`src/rtl/sp_ram_bist_pkg.sv`:
```
// Shared types and constants for the single-port RAM march BIST.
package sp_ram_bist_pkg;

  localparam int ERR_CNT_W = 16;

  typedef enum logic [2:0] {
    ST_IDLE,
    ST_W0,
    ST_R0W1_RD,
    ST_R0W1_WR,
    ST_R1,
    ST_DRAIN,
    ST_DONE
  } bist_state_e;

  // March element data polarity: 0 = background pattern P, 1 = ~P
  localparam logic W0_INV = 1'b0;
  localparam logic R0_INV = 1'b0;
  localparam logic W1_INV = 1'b1;
  localparam logic R1_INV = 1'b1;

endpackage

```
`src/rtl/sp_ram_bist_ctrl_if.sv`:
```
// Single-port RAM access port (en/addr/wdata/we/be/bypass_en/rdata).
interface sp_ram_bist_ctrl_if #(
  parameter int ADDR_WIDTH = 15,
  parameter int DATA_WIDTH = 32
);
  logic                    en;
  logic [ADDR_WIDTH-1:0]   addr;
  logic [DATA_WIDTH-1:0]   wdata;
  logic                    we;
  logic [DATA_WIDTH/8-1:0] be;
  logic                    bypass_en;
  logic [DATA_WIDTH-1:0]   rdata;

  modport master (output en, addr, wdata, we, be, bypass_en, input rdata);
  modport slave  (input en, addr, wdata, we, be, bypass_en, output rdata);
endinterface

```
`src/rtl/sp_ram_bist_cmp.sv`:
```
// Read-data checker: one-deep expected/address pipeline, comparator,
// first-fail address capture and saturating mismatch counter.
module sp_ram_bist_cmp import sp_ram_bist_pkg::*; #(
  parameter int ADDR_WIDTH = 15,
  parameter int DATA_WIDTH = 32
) (
  input  logic                  clk,
  input  logic                  rstn_i,
  input  logic                  clear_i,
  input  logic                  issue_rd_i,
  input  logic [DATA_WIDTH-1:0] exp_i,
  input  logic [ADDR_WIDTH-1:0] addr_i,
  input  logic [DATA_WIDTH-1:0] rdata_i,
  output logic                  fail_o,
  output logic [ADDR_WIDTH-1:0] fail_addr_o,
  output logic [ERR_CNT_W-1:0]  err_cnt_o
);

  logic                  chk_q;
  logic [DATA_WIDTH-1:0] exp_q;
  logic [ADDR_WIDTH-1:0] addr_q;
  logic                  mism;

  // Read data lands one cycle after the read was issued
  assign mism = chk_q && (rdata_i != exp_q);

  // Pipeline the read context and accumulate mismatch status
  always_ff @(posedge clk or negedge rstn_i) begin
    if (!rstn_i) begin
      chk_q       <= 1'b0;
      exp_q       <= '0;
      addr_q      <= '0;
      fail_o      <= 1'b0;
      fail_addr_o <= '0;
      err_cnt_o   <= '0;
    end else begin
      chk_q  <= issue_rd_i;
      exp_q  <= exp_i;
      addr_q <= addr_i;
      if (clear_i) begin
        fail_o      <= 1'b0;
        fail_addr_o <= '0;
        err_cnt_o   <= '0;
      end else if (mism) begin
        fail_o <= 1'b1;
        if (!fail_o) fail_addr_o <= addr_q;
        if (err_cnt_o != '1) err_cnt_o <= err_cnt_o + ERR_CNT_W'(1);
      end
    end
  end

endmodule

```
`src/rtl/sp_ram_bist_ctrl.sv`:
```
// March BIST initiator: W0 up, R0W1 up, R1 down over the whole RAM.
// RAM port signals are decoded straight from state/counter so each access
// is presented in the same cycle as the state that issues it.
module sp_ram_bist_ctrl import sp_ram_bist_pkg::*; #(
  parameter int RAM_SIZE   = 32768,
  parameter int ADDR_WIDTH = $clog2(RAM_SIZE),
  parameter int DATA_WIDTH = 32
) (
  input  logic                  clk,
  input  logic                  rstn_i,
  input  logic                  start_i,
  input  logic [DATA_WIDTH-1:0] pattern_i,
  output logic                  busy_o,
  output logic                  done_o,
  output logic                  fail_o,
  output logic [ADDR_WIDTH-1:0] fail_addr_o,
  output logic [ERR_CNT_W-1:0]  err_cnt_o,
  sp_ram_bist_ctrl_if.master    ram
);

  localparam int BYTES   = DATA_WIDTH / 8;
  localparam int OFFS_W  = $clog2(BYTES);
  localparam int WORD_W  = ADDR_WIDTH - OFFS_W;
  localparam int N_WORDS = RAM_SIZE / BYTES;
  localparam logic [WORD_W-1:0] LAST_WORD = WORD_W'(N_WORDS - 1);

  bist_state_e           state;
  logic [WORD_W-1:0]     wcnt;
  logic [DATA_WIDTH-1:0] pat;
  logic                  accept;
  logic                  issue_rd;
  logic [DATA_WIDTH-1:0] exp_data;
  logic [ADDR_WIDTH-1:0] byte_addr;

  logic                  en_c, we_c;
  logic [DATA_WIDTH-1:0] wdata_c;

  assign accept    = start_i && (state == ST_IDLE || state == ST_DONE);
  assign issue_rd  = (state == ST_R0W1_RD) || (state == ST_R1);
  assign byte_addr = ADDR_WIDTH'(wcnt) << OFFS_W;
  assign exp_data  = (state == ST_R1) ? pat ^ {DATA_WIDTH{R1_INV}}
                                      : pat ^ {DATA_WIDTH{R0_INV}};

  // Sequencer: march elements, word counter, pattern and status flags
  always_ff @(posedge clk or negedge rstn_i) begin
    if (!rstn_i) begin
      state  <= ST_IDLE;
      wcnt   <= '0;
      pat    <= '0;
      busy_o <= 1'b0;
      done_o <= 1'b0;
    end else begin
      case (state)
        ST_IDLE, ST_DONE: if (start_i) begin
          pat    <= pattern_i;
          wcnt   <= '0;
          busy_o <= 1'b1;
          done_o <= 1'b0;
          state  <= ST_W0;
        end
        ST_W0: if (wcnt == LAST_WORD) begin
          wcnt  <= '0;
          state <= ST_R0W1_RD;
        end else begin
          wcnt <= wcnt + WORD_W'(1);
        end
        ST_R0W1_RD: state <= ST_R0W1_WR;
        // Last write leaves the counter at N-1, the start of the down sweep
        ST_R0W1_WR: if (wcnt == LAST_WORD) begin
          state <= ST_R1;
        end else begin
          wcnt  <= wcnt + WORD_W'(1);
          state <= ST_R0W1_RD;
        end
        ST_R1: if (wcnt == '0) state <= ST_DRAIN;
               else            wcnt  <= wcnt - WORD_W'(1);
        ST_DRAIN: begin
          busy_o <= 1'b0;
          done_o <= 1'b1;
          state  <= ST_DONE;
        end
        default: state <= ST_IDLE;
      endcase
    end
  end

  // RAM access decode from the current state
  always_comb begin
    en_c    = 1'b0;
    we_c    = 1'b0;
    wdata_c = '0;
    case (state)
      ST_W0:      begin en_c = 1'b1; we_c = 1'b1; wdata_c = pat ^ {DATA_WIDTH{W0_INV}}; end
      ST_R0W1_RD: en_c = 1'b1;
      ST_R0W1_WR: begin en_c = 1'b1; we_c = 1'b1; wdata_c = pat ^ {DATA_WIDTH{W1_INV}}; end
      ST_R1:      en_c = 1'b1;
      default:    ;
    endcase
  end

  assign ram.en        = en_c;
  assign ram.we        = we_c;
  assign ram.wdata     = wdata_c;
  assign ram.addr      = en_c ? byte_addr : '0;
  assign ram.be        = {BYTES{en_c}};
  assign ram.bypass_en = 1'b0;

  sp_ram_bist_cmp #(
    .ADDR_WIDTH (ADDR_WIDTH),
    .DATA_WIDTH (DATA_WIDTH)
  ) u_cmp (
    .clk         (clk),
    .rstn_i      (rstn_i),
    .clear_i     (accept),
    .issue_rd_i  (issue_rd),
    .exp_i       (exp_data),
    .addr_i      (byte_addr),
    .rdata_i     (ram.rdata),
    .fail_o      (fail_o),
    .fail_addr_o (fail_addr_o),
    .err_cnt_o   (err_cnt_o)
  );

endmodule
```
`src/flat_wrapper.sv`:
```
// flat-port wrapper written by rule: the top's interface ports become plain ports
module sp_ram_bist_ctrl_flat import sp_ram_bist_pkg::*;
#(
  parameter int RAM_SIZE   = 32768,
  parameter int ADDR_WIDTH = $clog2(RAM_SIZE),
  parameter int DATA_WIDTH = 32
)
  (clk, rstn_i, start_i, pattern_i, busy_o, done_o, fail_o, fail_addr_o, err_cnt_o, ram_en, ram_addr, ram_wdata, ram_we, ram_be, ram_bypass_en, ram_rdata);
  sp_ram_bist_ctrl_if #(.ADDR_WIDTH(ADDR_WIDTH), .DATA_WIDTH(DATA_WIDTH)) ram_i ();
  input  logic clk;
  input  logic rstn_i;
  input  logic start_i;
  input  logic [DATA_WIDTH-1:0] pattern_i;
  output logic busy_o;
  output logic done_o;
  output logic fail_o;
  output logic [ADDR_WIDTH-1:0] fail_addr_o;
  output logic [ERR_CNT_W-1:0] err_cnt_o;
  output wire logic [$bits(ram_i.en)-1:0] ram_en;
  output wire logic [$bits(ram_i.addr)-1:0] ram_addr;
  output wire logic [$bits(ram_i.wdata)-1:0] ram_wdata;
  output wire logic [$bits(ram_i.we)-1:0] ram_we;
  output wire logic [$bits(ram_i.be)-1:0] ram_be;
  output wire logic [$bits(ram_i.bypass_en)-1:0] ram_bypass_en;
  input wire logic [$bits(ram_i.rdata)-1:0] ram_rdata;
  assign ram_en = ram_i.en;
  assign ram_addr = ram_i.addr;
  assign ram_wdata = ram_i.wdata;
  assign ram_we = ram_i.we;
  assign ram_be = ram_i.be;
  assign ram_bypass_en = ram_i.bypass_en;
  assign ram_i.rdata = ram_rdata;
  sp_ram_bist_ctrl #(.RAM_SIZE(RAM_SIZE), .ADDR_WIDTH(ADDR_WIDTH), .DATA_WIDTH(DATA_WIDTH)) u_core (.clk(clk), .rstn_i(rstn_i), .start_i(start_i), .pattern_i(pattern_i), .busy_o(busy_o), .done_o(done_o), .fail_o(fail_o), .fail_addr_o(fail_addr_o), .err_cnt_o(err_cnt_o), .ram(ram_i));
endmodule
```
`config.mk`:
```
export PLATFORM = sky130hd
export DESIGN_NAME = sp_ram_bist_ctrl_flat
export DESIGN_NICKNAME = d
export VERILOG_FILES = /design/src/rtl/sp_ram_bist_pkg.sv /design/src/rtl/sp_ram_bist_ctrl_if.sv /design/src/rtl/sp_ram_bist_cmp.sv /design/src/rtl/sp_ram_bist_ctrl.sv /design/src/flat_wrapper.sv
export SDC_FILE = /design/constraint.sdc
export NUM_CORES = 1
export LEC_CHECK = 0
export BUFFER_PORTS_ARGS = -buffer_cell sky130_fd_sc_hd__buf_2
export CORE_ASPECT_RATIO = 0.75
export CORE_MARGIN = 3
export CORE_UTILIZATION = 58
export DETAILED_ROUTE_END_ITERATION = 10
export PLACE_DENSITY = 0.85
export SYNTH_ARGS = -nofsm -noshare
export SYNTH_HDL_FRONTEND = slang
export SYNTH_SLANG_ARGS = --single-unit
```
`constraint.sdc`:
```
create_clock -name clk -period 3.4 [get_ports clk]
set_input_delay 1.02 -clock clk [delete_from_list [all_inputs] [get_ports clk]]
set_output_delay 1.02 -clock clk [all_outputs]
set_load 0.005 [all_outputs]
```
## Word level (Yosys, flattened, before mapping)

Cells that the tools add are included.

| storage, ports and cells | value |
|---|---|
| word-level logic and storage cells | 76 |
| input port bits | 67 |
| output and inout port bits | 88 |
| flip-flop bits (word level) | 128 |

| operators by class | value |
|---|---|
| reductions and logical operators | 19 |
| bitwise gates (word level) | 1 |
| add/subtract/negate cells | 3 |
| equal/unequal tests | 15 |
| mux-type cells | 27 |

Operator list:

| kind | number |
|---|---|
| $pmux W32 S2 | 1 |
| $mux W15 | 4 |
| $mux W13 | 4 |
| $pmux W13 S4 | 1 |
| $mux W16 | 3 |
| $mux W32 | 1 |
| $ne A32 B32 Y1 | 1 |
| $not A32 Y32 | 1 |
| $pmux W3 S6 | 1 |
| $add A16 B1 Y16 const B | 1 |
| $ne A16 B16 Y1 const B | 1 |
| $add A13 B1 Y13 const B | 1 |
| $eq A13 B13 Y1 const B | 1 |
| $logic_not A13 Y1 | 1 |
| $sub A13 B1 Y13 const B | 1 |
| $mux W3 | 4 |
| $eq A3 B3 Y1 const B | 3 |
| $ne A2 B2 Y1 const B | 4 |
| $reduce_and A2 Y1 | 4 |
| $eq A3 B2 Y1 const B | 2 |
| $mux W1 | 6 |
| $reduce_bool A2 Y1 | 3 |
| $ne A2 B1 Y1 const B | 2 |
| $pmux W1 S2 | 2 |
| 9 further kinds | 12 |

## Depth between registers and ports, before layout

Gate-level depths: netlist (run 1).

| depth | value |
|---|---|
| depth in word-level cells | 5 |
| depth in mapped cells | 9 |
| mapped depth without buffers | 8 |

## Cells and area by module

A second synthesis (run 1) with hierarchy kept.

| second synthesis, totals | value |
|---|---|
| cell total of the unflattened synthesis | 618 |
| area, all modules | 6680.2 um^2 |

Modules (own cells, without submodules):

| module | area an instance (um^2) | seq. area each (um^2) | cells an instance | times used |
|---|---|---|---|---|
| sp_ram_bist_ctrl | 3572.2 | 1251.2 | 379 | 1 |
| sp_ram_bist_cmp | 3108.0 | 2001.9 | 239 | 1 |

## Worst setup path after synthesis (run 1)

No wires, ideal clock.

| timing path | value |
|---|---|
| path kind | reg-to-output |
| start | register u_core.state[1] |
| end | output ram_addr[10] |
| arrival time | 1.607 ns |
| path buffers | 2 |
| setup slack | 0.773 ns |
| data required time | 2.380 ns |
| stages on the path, launching flop included | 7 |
| cell sequence | dfrtp_1 buf_2 nand2_1 nor2b_1 o21ai_0 clkbuf_1 and2_1 |

| on the way | value |
|---|---|
| word-level cells in the longest chain between the ends | 4 |
| elaborated cells between the ends (all ways) | 7 |
| classes of those cells | eq/ne (4); mux (2); reduce/logical (1) |

RTL lines:

| element | RTL line | source |
|---|---|---|
| start, declared | sp_ram_bist_ctrl.sv:27 | `bist_state_e state;` |
| start signal, assigned | sp_ram_bist_ctrl.sv:47 | `state <= ST_IDLE;` |
| start signal, assigned | sp_ram_bist_ctrl.sv:59 | `state <= ST_W0;` |
| start signal, assigned | sp_ram_bist_ctrl.sv:63 | `state <= ST_R0W1_RD;` |
| $eq A3 B1 Y1, or another cell as far along | sp_ram_bist_ctrl.sv:92 | `case (state)` |
| $reduce_or A4 Y1 (no source line) (*) | n/a |  |
| $mux W1 (*) | sp_ram_bist_ctrl.sv:92 |  |
| via ram_en | flat_wrapper.sv:19 | `output wire logic [$bits(ram_i.en)-1:0] ram_en;` |
| $mux W15 (*) | sp_ram_bist_ctrl.sv:104 | `assign ram.addr = en_c ? byte_addr : '0;` |
| end, declared | flat_wrapper.sv:20 | `output wire logic [$bits(ram_i.addr)-1:0] ram_addr;` |

Mark *: on every way through the listed nets, which the timed path passes. The rest lies on a longest branch.

## Worst setup path after layout (run 1)

| timing path | value |
|---|---|
| start | register u_core.state[2] |
| end | output ram_addr[13] |

| on the way | value |
|---|---|
| word-level cells in the longest chain between the ends | 4 |
| elaborated cells between the ends (all ways) | 7 |
| classes of those cells | eq/ne (4); mux (2); reduce/logical (1) |

RTL lines:

| element | RTL line |
|---|---|
| $eq A3 B1 Y1, or another cell as far along | sp_ram_bist_ctrl.sv:92 |
| $reduce_or A4 Y1 (no source line) (*) | n/a |
| $mux W1 (*) | sp_ram_bist_ctrl.sv:92 |
| $mux W15 (*) | sp_ram_bist_ctrl.sv:104 |

Mark *: on every way between the ends. The rest lies on a longest branch, timed or not.

==> metrics.json, run 1 <==
{
  "die": {
    "io_pins": 155,
    "fp.dieArea_um2": 12600,
    "floorplan.initialDensity": 0.614,
    "die-width_um": 129,
    "row_count": 32,
    "design.core.area_um2": 10700,
    "die_h_um": 98.0
  },
  "placement": {
    "routability_driven_placement_congestion_ratio": 0.885,
    "place.detailed.instances": 950,
    "detailedPlacementHpwl_um": 11900,
    "io_buffers": 149,
    "pre_cts_setup_slack_ns": 0.329
  },
  "route": {
    "wl_per_cell_um": 18.0,
    "drt-vias-per-instance": 5.84,
    "drt-initial-drc-count": 510,
    "drt_wl_total_um": 17700,
    "drcViolationCount": 0,
    "antenna_left": 0,
    "via_count": 5734,
    "detailedRoute.firstPassIterationCount": 5
  },
  "worst_setup_path": {
    "critical_path_required_ns": 2.38,
    "timing_worst_setup_path_type": "flop to primary output",
    "critPathArrivalTime_ns": 2.04,
    "worst_r2r_path_depth": 7,
    "cp-end-kind": "primary output",
    "total_stage_count_of_the_critical_path": 7,
    "regToRegSetupSlack_ns": 0.92,
    "crit_path_start_kind": "flop",
    "slowest_delay_ns": 0.41,
    "timing.critical_path.cells": "inv_1 > nand2_1 > nor2b_1 > o21ai_0 > buf_4 > and2_1 > buf_2",
    "timing.critical_path.max_delay_family": "simple AND/OR/NAND/NOR gates",
    "critical-path-slowest-cell": "dfrtp_1",
    "critPathMaxFanout": 18,
    "crit_buf_inv": 3
  },
  "timing": {
    "report.final.hold_viol_count": 0,
    "slew_headroom": 0.528,
    "setup_total_negative_slack_ns": 0,
    "finalWorstSetupSlack_ns": 0.343,
    "worst_margin_pin_slew_ns": 0.705,
    "max_freq_mhz": 327,
    "rsz0062_at_grt": "no",
    "finalSetupViolCount": 0,
    "slew_violations": 0,
    "clock-skew-final_ns": 0.0110,
    "min_period_over_period": 0.899,
    "layout_min_cycle_time_ns": 3.06
  },
  "global_routing": {
    "globalRouteMet2Util": 0.453,
    "grt_usage": 0.281,
    "grt.met3_usage": 0.0700,
    "global_route.peak_usage_layer": "met2",
    "grt.overflow.total": 0,
    "pin_count_of_the_biggest_net_entering_global_routing": 49,
    "antenna_found_initial": 0,
    "grt_pass1_wl_um": 28200,
    "grtUsageMet1": 0.370,
    "grt_pass1_vias": 5670
  },
  "cts": {
    "total_of_hold_buffers_inserted_after_clock_tree_synthesis": 0,
    "ctsLongestPathBuffers": 2,
    "post-cts-setup-buffer-count": 0,
    "postcts_resize_cnt": 0,
    "tritoncts": "built",
    "clock_sink_total": 126,
    "htree_levels": 4,
    "number_of_clock_buffers_inserted_by_tritoncts": 17,
    "clock_latency_ns": 0.42,
    "cts_root_buffer": "clkbuf_16",
    "clkSlewWorstSetupHoldPaths_ns": 0.06
  },
  "synthesis": {
    "yosys.cell_types.count": 60,
    "dominant_combinational_cell_family_by_area_after_synthesis": "simple AND/OR/NAND/NOR gates",
    "async_set_or_reset_register_ratio_after_synthesis": 1.00,
    "yosys.area_share.adder": 0.00918,
    "post_synth_top_area_cell": "dfrtp_1",
    "yosysWarningCount": 0,
    "yosys-top-cells-count": "nand2_1, dfrtp_1, xor2_1, nor2_1, o21ai_0",
    "synth.yosys.seq_area_share": 0.482,
    "post_synthesis_compound_gate_area_fraction": 0.0951,
    "synthesized_area_divided_by_synthesized_cell_count_um2": 9.36,
    "syn_inst": 699,
    "synth_top_flop_cell": "dfrtp_1",
    "synth_enable_flop_cells": 0,
    "synth_simple_gate_area_share": 0.218,
    "post-synth-top-count-cell": "nand2_1",
    "synth_xor_xnor_area_share": 0.129,
    "synthDominantCellAreaShare": 0.482,
    "synthesis.area_um2": 6540,
    "yosys-top-cells-area": "dfrtp_1, xor2_1, nand2_1, xnor2_1, o21ai_0",
    "synth.area.mux_share": 0.0230,
    "yosys_register_bits": 126
  },
  "run_status": {
    "status": "finished clean"
  },
  "min_path": {
    "hold_path_depth": 2,
    "type_of_the_tightest_min_delay_check": "flop to flop"
  },
  "layout": {
    "postLayoutCoreUtil": 0.739,
    "register_area_um2": 3150,
    "multi_input_comb_area_um2": 3120,
    "finish.net_count": 904,
    "synth_to_layout_area_growth_pct": 20.3,
    "diodes": 0,
    "finish.cell_count_without_fillers": 982,
    "layout-drive-gt1-share": 0.246,
    "fill_cells": 752
  },
  "run": {
    "max_cap_violations": 0
  },
  "power_and_ir_drop": {
    "power_per_cell_area_nw_per_um2": 633,
    "leakage_nw": 4.12,
    "ir_drop_mv": 0.467
  }
}
[metrics by stage]
stage                     hold WS (ns)  total power [mW]  area [µm²]
after floorplan                  0.349              2.84        6560
after global placement           0.484              3.23        7330
after detailed placement         0.488              3.30        7330
after CTS                        0.502              4.97        7870
after global routing             0.514              5.22        7870
final                            0.506              4.98        7870
[cells by family (layout without fill, tap and decap cells)]
kind of cell	Yosys count	after routing
AOI/OAI and AO/OA	100	100
xor gates and xnor gates	96	96
adders and majority gates	5	5
buffers and inverters	57	200
DFF	126	126
muxes	15	15
other	1	5
and+or+nand+nor	299	299
[routing by layer]
metal | wire [µm] | share of wire | up-vias
met4 | 449 | 0.025 | 0
met1 | 7110 | 0.40 | 2786
met5 | 0 | 0 | -
met2 | 8670 | 0.49 | 286
li1 | - | - | 2619
met3 | 1440 | 0.081 | 43
[path summary, 6_finish.rpt]
check	from	end
max in group asynchronous	rstn_i	u_core.pat[25]
min reg2reg	u_core.u_cmp.addr_q[9]	u_core.u_cmp.fail_addr_o[9]
max reg2reg	u_core.u_cmp.err_cnt_o[0]	u_core.u_cmp.err_cnt_o[9]
min	u_core.u_cmp.addr_q[9]	u_core.u_cmp.fail_addr_o[9]
max	u_core.state[2]	ram_addr[13]
min in group asynchronous	rstn_i	u_core.u_cmp.exp_q[11]
[where the power goes]
part	internal, mW	switching, mW	leakage [nW]
Clock	0.943	0.715	0.258
Combinational	0.537	0.562	2.26
Sequential	1.82	0.400	1.60
[worst min-delay path, cell delays in order, from the launching register on]
cell and delay, ns:
dfrtp_1 0.36, nand2_1 0.06, mux2i_1 0.06
[layout make-up]
class / instances / area share
Sequential cell: 126 / 0.401
Multi-Input combinational cell: 520 / 0.397
Timing Repair Buffer: 161 / 0.108
Clock buffer: 18 / 0.0546
Tap cell: 136 / 0.0216
Clock inverter: 14 / 0.0142
Inverter: 7 / 0.00334
[registers in the layout, summed over array words and instances, names as in the netlist]
signal	count
u_core.busy_o	1
u_core.done_o	1
u_core.pat	32
u_core.state	3
u_core.u_cmp.addr_q	13
u_core.u_cmp.chk_q	1
u_core.u_cmp.err_cnt_o	16
u_core.u_cmp.exp_q	32
u_core.u_cmp.fail_addr_o	13
u_core.u_cmp.fail_o	1
u_core.wcnt	13
[cell usage in the layout, fill, tap and decap left out, types with 6 or more instances in the layout]
| cell | synthesis | routed |
|---|---|---|
| buf_2 | 17 | 148 |
| nand2_1 | 145 | 144 |
| dfrtp_1 | 126 | 125 |
| xor2_1 | 64 | 64 |
| nor2_1 | 43 | 43 |
| o21ai_0 | 38 | 38 |
| xnor2_1 | 32 | 32 |
| a21oi_1 | 25 | 25 |
| nand3_1 | 18 | 18 |
| and3_1 | 17 | 17 |
| clkbuf_16 | 0 | 17 |
| and2_1 | 17 | 16 |
| mux2i_1 | 15 | 15 |
| or3_1 | 14 | 14 |
| buf_4 | 10 | 12 |
| nand4_1 | 11 | 11 |
| nor4_1 | 8 | 8 |
| nor3_1 | 7 | 7 |
| inv_1 | 6 | 6 |
Power figures use the tool's default switching activity.
==> inputs of run 2 (changes only) <==
==> constraint.sdc (replaced) <==
create_clock -name clk -period 3.4 [get_ports clk]
set_input_delay 0.17 -clock clk [delete_from_list [all_inputs] [get_ports clk]]
set_output_delay 0.17 -clock clk [all_outputs]
set_load 0.005 [all_outputs]
==> run 2 against run 1 <==
Compared with the run above:
- flip-flop and latch count unchanged
- routed wire length increased by 5.6%
- fmax grew 19%
- worst hold slack worse by 0.49 ns
- clock power rose by 19%
- critical endpoint is now u_core.wcnt[3]
==> metrics.json, run 2 (synthesis results as in run 1) <==
{
  "route": {
    "wl_per_cell_um": 18.5,
    "drcViolationCount": 0,
    "drt-initial-drc-count": 842,
    "via_count": 5962,
    "detailedRoute.firstPassIterationCount": 6,
    "drt-vias-per-instance": 5.90,
    "drt_wl_total_um": 18600,
    "antenna_left": 0
  },
  "global_routing": {
    "grt_pass1_wl_um": 30000,
    "grt.overflow.total": 0,
    "grtUsageMet1": 0.385,
    "globalRouteMet2Util": 0.484,
    "grt_pass1_vias": 5949,
    "grt_usage": 0.300,
    "pin_count_of_the_biggest_net_entering_global_routing": 66,
    "global_route.peak_usage_layer": "met2",
    "grt.met3_usage": 0.0629,
    "antenna_found_initial": 1
  },
  "placement": {
    "detailedPlacementHpwl_um": 11900,
    "io_buffers": 149,
    "pre_cts_setup_slack_ns": 0.892,
    "routability_driven_placement_congestion_ratio": 0.905
  },
  "worst_setup_path": {
    "worst_r2r_path_depth": 5,
    "critical_path_required_ns": 3.71,
    "critPathMaxFanout": 19,
    "critPathArrivalTime_ns": 2.87,
    "crit_path_start_kind": "flop",
    "timing_worst_setup_path_type": "flop to flop",
    "cp-end-kind": "flop"
  },
  "die": {
    "design.core.area_um2": 10700,
    "die_h_um": 98.0,
    "row_count": 32,
    "fp.dieArea_um2": 12600,
    "io_pins": 155,
    "die-width_um": 129,
    "floorplan.initialDensity": 0.614
  },
  "timing": {
    "worst_hold_slack_ns": 0.0149,
    "slew_violations": 0,
    "setup_total_negative_slack_ns": 0,
    "clock-skew-final_ns": 0.0104,
    "finalSetupViolCount": 0,
    "layout_min_cycle_time_ns": 2.56,
    "max_freq_mhz": 390,
    "min_period_over_period": 0.754,
    "slew_headroom": 0.333,
    "report.final.hold_viol_count": 0,
    "finalWorstSetupSlack_ns": 0.836,
    "rsz0062_at_grt": "no",
    "worst_margin_pin_slew_ns": 1.00
  },
  "layout": {
    "layout.cells.most_common": "buf_2",
    "largestRegisters": "u_core.pat (32), u_core.u_cmp.exp_q (32), u_core.u_cmp.err_cnt_o (16)",
    "finish.net_count": 932,
    "synth_to_layout_area_growth_pct": 26.2,
    "layout-drive-gt1-share": 0.233,
    "layout_common_cells": "buf_2, nand2_1, dfrtp_1",
    "diodes": 0,
    "fill_cells": 702
  },
  "cts": {
    "total_of_hold_buffers_inserted_after_clock_tree_synthesis": 32,
    "clkSlewWorstSetupHoldPaths_ns": 0.06,
    "number_of_clock_buffers_inserted_by_tritoncts": 17,
    "postcts_resize_cnt": 0,
    "htree_levels": 4,
    "clock_sink_total": 126,
    "clock_latency_ns": 0.42,
    "post-cts-setup-buffer-count": 0,
    "ctsLongestPathBuffers": 2,
    "tritoncts": "built",
    "cts_root_buffer": "clkbuf_16"
  },
  "power_and_ir_drop": {
    "ir_drop_mv": 0.351,
    "power_per_cell_area_nw_per_um2": 645,
    "leakage_nw": 4.27
  },
  "run": {
    "max_cap_violations": 0
  },
  "run_status": {
    "status": "finished clean"
  },
  "min_path": {
    "hold_path_depth": 3,
    "type_of_the_tightest_min_delay_check": "input port to flop"
  }
}
[run 2: cell count changes in the layout (fill, tap and decap cells not counted)]
cell,before,now
buf_4,12,8
bufinv_16,0,4
clkinv_2,2,0
clkinv_4,4,2
dlygate4sd3_1,0,32
inv_6,5,4
inv_8,0,1
[run 2: through the flow]
stage	cells	area, µm²	power (mW)	utilization
2_1_floorplan	703	6560	2.84	-
3_3_place_gp	946	7300	3.23	0.685
3_5_place_dp	946	7300	3.29	0.685
4_1_cts	1010	8250	5.29	0.775
5_1_grt	1010	8250	5.55	0.775
6_report	1010	8250	5.32	0.775
[run 2: cell type report]
| cell class | instances | area, µm² | share of cell area |
|---|---|---|---|
| clock inverter | 14 | 206 | 0.0250 |
| tap | 136 | 170 | 0.0206 |
| timing repair buffer | 189 | 1140 | 0.138 |
| inverter | 7 | 26.3 | 0.00318 |
| clock buffer | 18 | 429 | 0.0520 |
| multi-input combinational | 520 | 3120 | 0.379 |
| sequential | 126 | 3150 | 0.382 |
[run 2: critical path, cell delays in order, from the launching register on]
cell,delay (ns)
dfrtp_1,0.53
nand2_1,0.60
clkinv_1,0.45
o21a_4,0.27
a221o_1,0.35
a32o_1,0.24
[run 2: routing by layer]
| layer | routed length (µm) | vias to the layer above | part of all wire |
|---|---|---|---|
| met4 | 659 | 2 | 0.035 |
| met3 | 1660 | 76 | 0.089 |
| li1 | - | 2673 | - |
| met5 | 13 | - | 0.00070 |
| met1 | 7140 | 2842 | 0.38 |
| met2 | 9170 | 369 | 0.49 |
[run 2: path summary, 6_finish.rpt]
check                                             from                           to  slack [ns]
max in group asynchronous                       rstn_i              u_core.wcnt[11]        2.22
worst max register to register         u_core.state[0]               u_core.wcnt[3]        0.84
worst min register to register  u_core.u_cmp.addr_q[7]  u_core.u_cmp.fail_addr_o[7]        0.50
min in group asynchronous                       rstn_i       u_core.u_cmp.exp_q[20]        0.37
worst max-delay path                   u_core.state[0]               u_core.wcnt[3]        0.84
worst min-delay path                      pattern_i[2]                u_core.pat[2]        0.01
[run 2: where the power goes]
group / switching, mW / internal, mW / total [mW]
Sequential: 0.391 / 1.82 / 2.21
Clock: 0.724 / 1.24 / 1.97
Combinational: 0.583 / 0.558 / 1.14
Total: 1.70 / 3.62 / 5.32
